**config.mk**
```make
export PLATFORM = sky130hd
export DESIGN_NAME = fixed_point_divider_flat
export DESIGN_NICKNAME = d
export VERILOG_FILES = /design/src/rtl/fixed_point_divider_if.sv /design/src/rtl/fixed_point_divider.sv /design/src/flat_wrapper.sv
export SDC_FILE = /design/constraint.sdc
export NUM_CORES = 1
export LEC_CHECK = 0
export ABC_CLOCK_PERIOD_IN_PS = 3200
export BUFFER_PORTS_ARGS = -buffer_cell sky130_fd_sc_hd__buf_2
export CAP_MARGIN = 25
export CORE_MARGIN = 2
export CORE_UTILIZATION = 45
export CTS_CLUSTER_DIAMETER = 80
export DETAILED_ROUTE_END_ITERATION = 12
export PLACE_DENSITY = 0.77
export SYNTH_ARGS = -nofsm -noshare
export SYNTH_HDL_FRONTEND = slang
export SYNTH_SLANG_ARGS = --single-unit
export TNS_END_PERCENT = 10
```
**constraint.sdc**
```tcl
create_clock -name clk -period 3.2 [get_ports clk]
set_input_delay 0.64 -clock clk [delete_from_list [all_inputs] [get_ports clk]]
set_output_delay 0.64 -clock clk [all_outputs]
set_load 0.01 [all_outputs]
```
**src/rtl/fixed_point_divider_if.sv**
```systemverilog
// Operand/result bundle for the unsigned Q6.4 divider.
// The master side issues start with operands; the slave side reports the result and flags.
interface fixed_point_divider_if #(
  parameter int W = 10
);
  logic         start;
  logic [W-1:0] a_bus;
  logic [W-1:0] b_bus;
  logic         dvz;
  logic         ovf;
  logic         busy;
  logic         valid;
  logic [W-1:0] out_bus;

  modport master (
    output start, a_bus, b_bus,
    input  dvz, ovf, busy, valid, out_bus
  );

  modport slave (
    input  start, a_bus, b_bus,
    output dvz, ovf, busy, valid, out_bus
  );
endinterface

```
**src/rtl/fixed_point_divider.sv**
```systemverilog
// Restoring shift-subtract unsigned fixed-point divider, one quotient bit per clock.
// Result valid W+FRAC+1 cycles after an accepted start (1 cycle on divide-by-zero); start ignored unless idle.
module fixed_point_divider #(
  parameter int W    = 10,
  parameter int FRAC = 4
) (
  input  logic                  clk,
  input  logic                  sclr,
  fixed_point_divider_if.slave  bus
);

  localparam int QW = W + FRAC;
  localparam int CW = $clog2(QW);

  typedef enum logic [1:0] {IDLE, RUN, DONE} state_t;

  state_t          state;
  state_t          state_nxt;
  logic            accept;

  logic [QW-1:0]   dvd;
  logic [QW-1:0]   quo;
  logic [W:0]      rem;
  logic [W-1:0]    b_reg;
  logic [CW-1:0]   cnt;
  logic [W-1:0]    out_r;
  logic            dvz_r;
  logic            ovf_r;

  logic [W:0]      rem_sh;
  logic [W:0]      rem_nxt;
  logic            ge;
  logic [QW-1:0]   quo_nxt;
  logic            last;

  // One restoring step: the partial remainder stays below b, so W+1 bits hold the shifted value.
  always_comb begin
    rem_sh  = (W+1)'({rem, dvd[QW-1]});
    ge      = (rem_sh >= {1'b0, b_reg});
    rem_nxt = ge ? (rem_sh - {1'b0, b_reg}) : rem_sh;
    quo_nxt = QW'({quo, ge});
    last    = (cnt == CW'(QW - 1));
  end

  always_ff @(posedge clk) begin
    if (sclr) begin
      state <= IDLE;
    end else begin
      state <= state_nxt;
    end
  end

  always_comb begin
    state_nxt = state;
    accept    = 1'b0;
    case (state)
      IDLE: begin
        if (bus.start) begin
          accept    = 1'b1;
          state_nxt = (bus.b_bus == '0) ? DONE : RUN;
        end
      end
      RUN: begin
        if (last) begin
          state_nxt = DONE;
        end
      end
      DONE:    state_nxt = IDLE;
      default: state_nxt = IDLE;
    endcase
  end

  always_ff @(posedge clk) begin
    if (sclr) begin
      dvd   <= '0;
      quo   <= '0;
      rem   <= '0;
      b_reg <= '0;
      cnt   <= '0;
      out_r <= '0;
      dvz_r <= 1'b0;
      ovf_r <= 1'b0;
    end else begin
      case (state)
        IDLE: begin
          if (accept) begin
            b_reg <= bus.b_bus;
            dvd   <= {bus.a_bus, {FRAC{1'b0}}};
            rem   <= '0;
            quo   <= '0;
            cnt   <= '0;
            ovf_r <= 1'b0;
            dvz_r <= (bus.b_bus == '0);
            out_r <= (bus.b_bus == '0) ? '1 : '0;
          end
        end
        RUN: begin
          dvd <= {dvd[QW-2:0], 1'b0};
          rem <= rem_nxt;
          quo <= quo_nxt;
          cnt <= cnt + 1'b1;
          // Quotient bits above W mean the result does not fit: saturate.
          if (last) begin
            if (quo_nxt[QW-1:W] != '0) begin
              ovf_r <= 1'b1;
              out_r <= '1;
            end else begin
              out_r <= quo_nxt[W-1:0];
            end
          end
        end
        default: ;
      endcase
    end
  end

  assign bus.busy    = (state == RUN);
  assign bus.valid   = (state == DONE);
  assign bus.out_bus = out_r;
  assign bus.dvz     = dvz_r;
  assign bus.ovf     = ovf_r;

endmodule

```
**src/flat_wrapper.sv**
```systemverilog
// flat-port wrapper written by rule: the top's interface ports become plain ports
module fixed_point_divider_flat 
#(
  parameter int W    = 10,
  parameter int FRAC = 4
)
  (clk, sclr, bus_start, bus_a_bus, bus_b_bus, bus_dvz, bus_ovf, bus_busy, bus_valid, bus_out_bus);
  fixed_point_divider_if #(.W(W)) bus_i ();
  input  logic clk;
  input  logic sclr;
  input wire logic [$bits(bus_i.start)-1:0] bus_start;
  input wire logic [$bits(bus_i.a_bus)-1:0] bus_a_bus;
  input wire logic [$bits(bus_i.b_bus)-1:0] bus_b_bus;
  output wire logic [$bits(bus_i.dvz)-1:0] bus_dvz;
  output wire logic [$bits(bus_i.ovf)-1:0] bus_ovf;
  output wire logic [$bits(bus_i.busy)-1:0] bus_busy;
  output wire logic [$bits(bus_i.valid)-1:0] bus_valid;
  output wire logic [$bits(bus_i.out_bus)-1:0] bus_out_bus;
  assign bus_i.start = bus_start;
  assign bus_i.a_bus = bus_a_bus;
  assign bus_i.b_bus = bus_b_bus;
  assign bus_dvz = bus_i.dvz;
  assign bus_ovf = bus_i.ovf;
  assign bus_busy = bus_i.busy;
  assign bus_valid = bus_i.valid;
  assign bus_out_bus = bus_i.out_bus;
  fixed_point_divider #(.W(W), .FRAC(FRAC)) u_core (.clk(clk), .sclr(sclr), .bus(bus_i));
endmodule
```
==> impl_metrics.tcl <==
set metrics [dict create \
    status "finished, final reports clean" \
    p_sw_share_pct 32.48 \
    hold_depth 2 \
    routed_wirelength_mm 6.279 \
    powerDensity_mw_per_mm2 688.1 \
    insertedDiodeCount 0 \
    rows 29 \
    postCtsSetupBuffers 0 \
    synthDistinctLibCells 48 \
    end_kind "output pin" \
    fmax_mhz 396.4 \
    met3_length_um 302 \
    p_sw_mw 0.7430 \
    rsz0062_at_grt "false" \
    cp.arrival_ns 1.88 \
    drtIter0Drc 125 \
    grt_pass1_wl_mm 10.65 \
    startpoint "u_core.state[0]" \
    drive_gt1_share_pct 17.31 \
    worst_pin_slew_ns 0.8610 \
    synth_top_area_share_pct 42.60 \
    slew_viol_final 0 \
    hold_class "flip-flop to flip-flop" \
    cts_buffers 9 \
    syn_nets 385 \
    path_class "flip-flop to output pin" \
    hpwlAfterDp_mm 4.370 \
    setup_violations 0 \
    initial_utilization_pct 45.93 \
    seq_power_share_pct 37.7 \
    vias 2528 \
    worstSkewPairLatency_ns 0.34 \
    place.gp.congestion 0.8616 \
    min_period_ns 2.523 \
    synth_top_area_cell "dfxtp_1" \
    regToRegSetupSlack_ns 0.97 \
    chipWidth_um 83.81 \
    final_common_cell "nand2_1" \
    route.met2.wl_mm 3.188 \
    cts_tree "done" \
    syn-cell-area_mm2 0.002866 \
    cts.clk_slew.worst_paths_ns 0.07 \
    fin_setup_tns_ns 0 \
    stdcell_area_mm2 0.003324 \
    leakage_nw 1.352 \
    placed_cell_area_mm2 0.003100 \
    wl_met1_mm 2.697 \
    dieHeight_um 83.81 \
    slew_headroom_pct 42.57 \
    cts_hold_buf 0 \
    p_comb_share_pct 28.6 \
    nets 418 \
    grt_max_degree 40 \
    synth_edf_count 0 \
    multi_input_area_mm2 0.001513 \
    syn_area_per_cell_um2 8.213 \
    largest_reg_flops 13 \
    synth_warnings 0 \
    holdPathEnd "u_core.quo[8]" \
    peakVddDrop_uv 336.2 \
    layout_common_cells "nand2_1, dfxtp_1, nor2_1" \
    r2r_end "u_core.rem[1]" \
    fin_cells 464 \
    regArea_mm2 0.001221 \
    cts_root_buf "clkbuf_8" \
    setup.worst_path.start_class "flip-flop" \
    synthCells 349 \
    grt_usage_pct 18.66 \
    cts_num_sinks 61 \
    wl_per_cell_um 13.53 \
    ios 37 \
    r2r-start "u_core.b_reg[9]" \
    antenna_found_initial 0 \
    drc 0 \
    finalHoldViolCount 0 \
    clock_power_share_pct 33.7 \
    grt_pass1_vias 2438 \
    whs_ns 0.4578 \
    die_area_mm2 0.007024 \
    top_register "u_core.quo" \
    dp.cells 448 \
    synthTopCellsByArea "dfxtp_1, nand2_1, a21oi_1" \
    htreeDepth 3 \
    io_buffer_count 36 \
    synthArstFlopShare_pct 0 \
    rr_worst_depth 8 \
    synthFlopType "dfxtp_1" \
    finClkSkew_ns 0.008857 \
    overflow 0 \
    ys_seq_elements 61 \
    p_int_mw 1.545 \
    cap_violations 0 \
    ant_nets 0 \
    coreArea_mm2 0.006241 \
    viasPerCell 5.448 \
    required_ns 2.56 \
    yosysSeqAreaShare_pct 42.60 \
    dr.pass1.iters 4 \
    fin_crit_sh_pct 78.83 \
    p_total_mw 2.288 \
    crit_fanout 22 \
    cts_buffer_depth 2 \
    nFillCells 603 \
    maxUsedRoutingLayer "met4" \
    hp-start "u_core.quo[8]" \
    area_growth_syn_to_layout_pct 15.98 \
    cts_resized 0 \
]
-- power by group through the flow --
stage	clock network [mW]	logic, mW	registers (mW)
floorplan	0	0.505	0.876
global placement	0	0.632	0.876
detailed placement	0	0.651	0.878
CTS	0.780	0.658	0.861
global route	0.816	0.728	0.869
finish	0.772	0.654	0.862
-- synth_stat cells (3+ instances only) --
cell type	n
a211oi_1	11
a21oi_1	33
a22o_1	3
a22oi_1	4
a311oi_1	9
a32oi_1	4
buf_2	4
clkbuf_1	12
dfxtp_1	61
ha_1	12
inv_1	16
nand2_1	66
nand2b_1	3
nand3_1	15
nor2_1	43
nor2b_1	4
nor3_1	3
o21ai_0	6
xnor2_1	4
-- worst max-delay path: stages, from the launching register on --
cell      delay (ns)
dfxtp_1         0.40
nand2b_1        0.30
inv_1           0.35
buf_4           0.31
buf_2           0.18
-- per-stage QoR --
stage | worst slack [ns] | utilization, %
detailed placement | 0.9511 | 49.68
CTS | 0.6517 | 53.27
global placement | 1.004 | 49.68
global route | 0.4759 | 53.27
floorplan | 1.206 | -
finish | 0.6774 | 53.27
-- metal layers --
layer	global-route usage, %	vias up
met4	7.478	0
met3	4.748	9
met2	33.60	62
li1	-	1285
met5	0	-
met1	20.89	1172
-- cells by family after synthesis --
kind of cell,after synthesis,share of synthesized area [%]
multiplexers,2,0.6984
AO/OA/AOI/OAI,86,21.74
adder cells (fa/ha/maj),13,5.936
flip-flops,61,42.60
XOR/XNOR,5,1.528
buffers and inverters,34,4.627
AND/OR/NAND/NOR,148,22.87
-- worst max path at each step --
stage | end | slack [ns] | cells after the start
2_1_floorplan | u_core.rem[0] | 1.21 | 8
3_3_place_gp | u_core.bus.out_bus[6] | 1.00 | 6
3_5_place_dp | u_core.bus.out_bus[0] | 0.95 | 6
4_1_cts | bus_busy | 0.65 | 4
5_1_grt | bus_busy | 0.48 | 4
6_report | bus_busy | 0.68 | 4
-- cell type report --
type / count / share of cell area [%]
Multi-Input combinational cell: 254 / 45.50
Tap cell: 77 / 2.898
Sequential cell: 61 / 36.73
Clock buffer: 10 / 4.140
Inverter: 16 / 1.807
Clock inverter: 6 / 2.597
Timing Repair Buffer: 40 / 6.323
(Power assumes the default switching activity.)
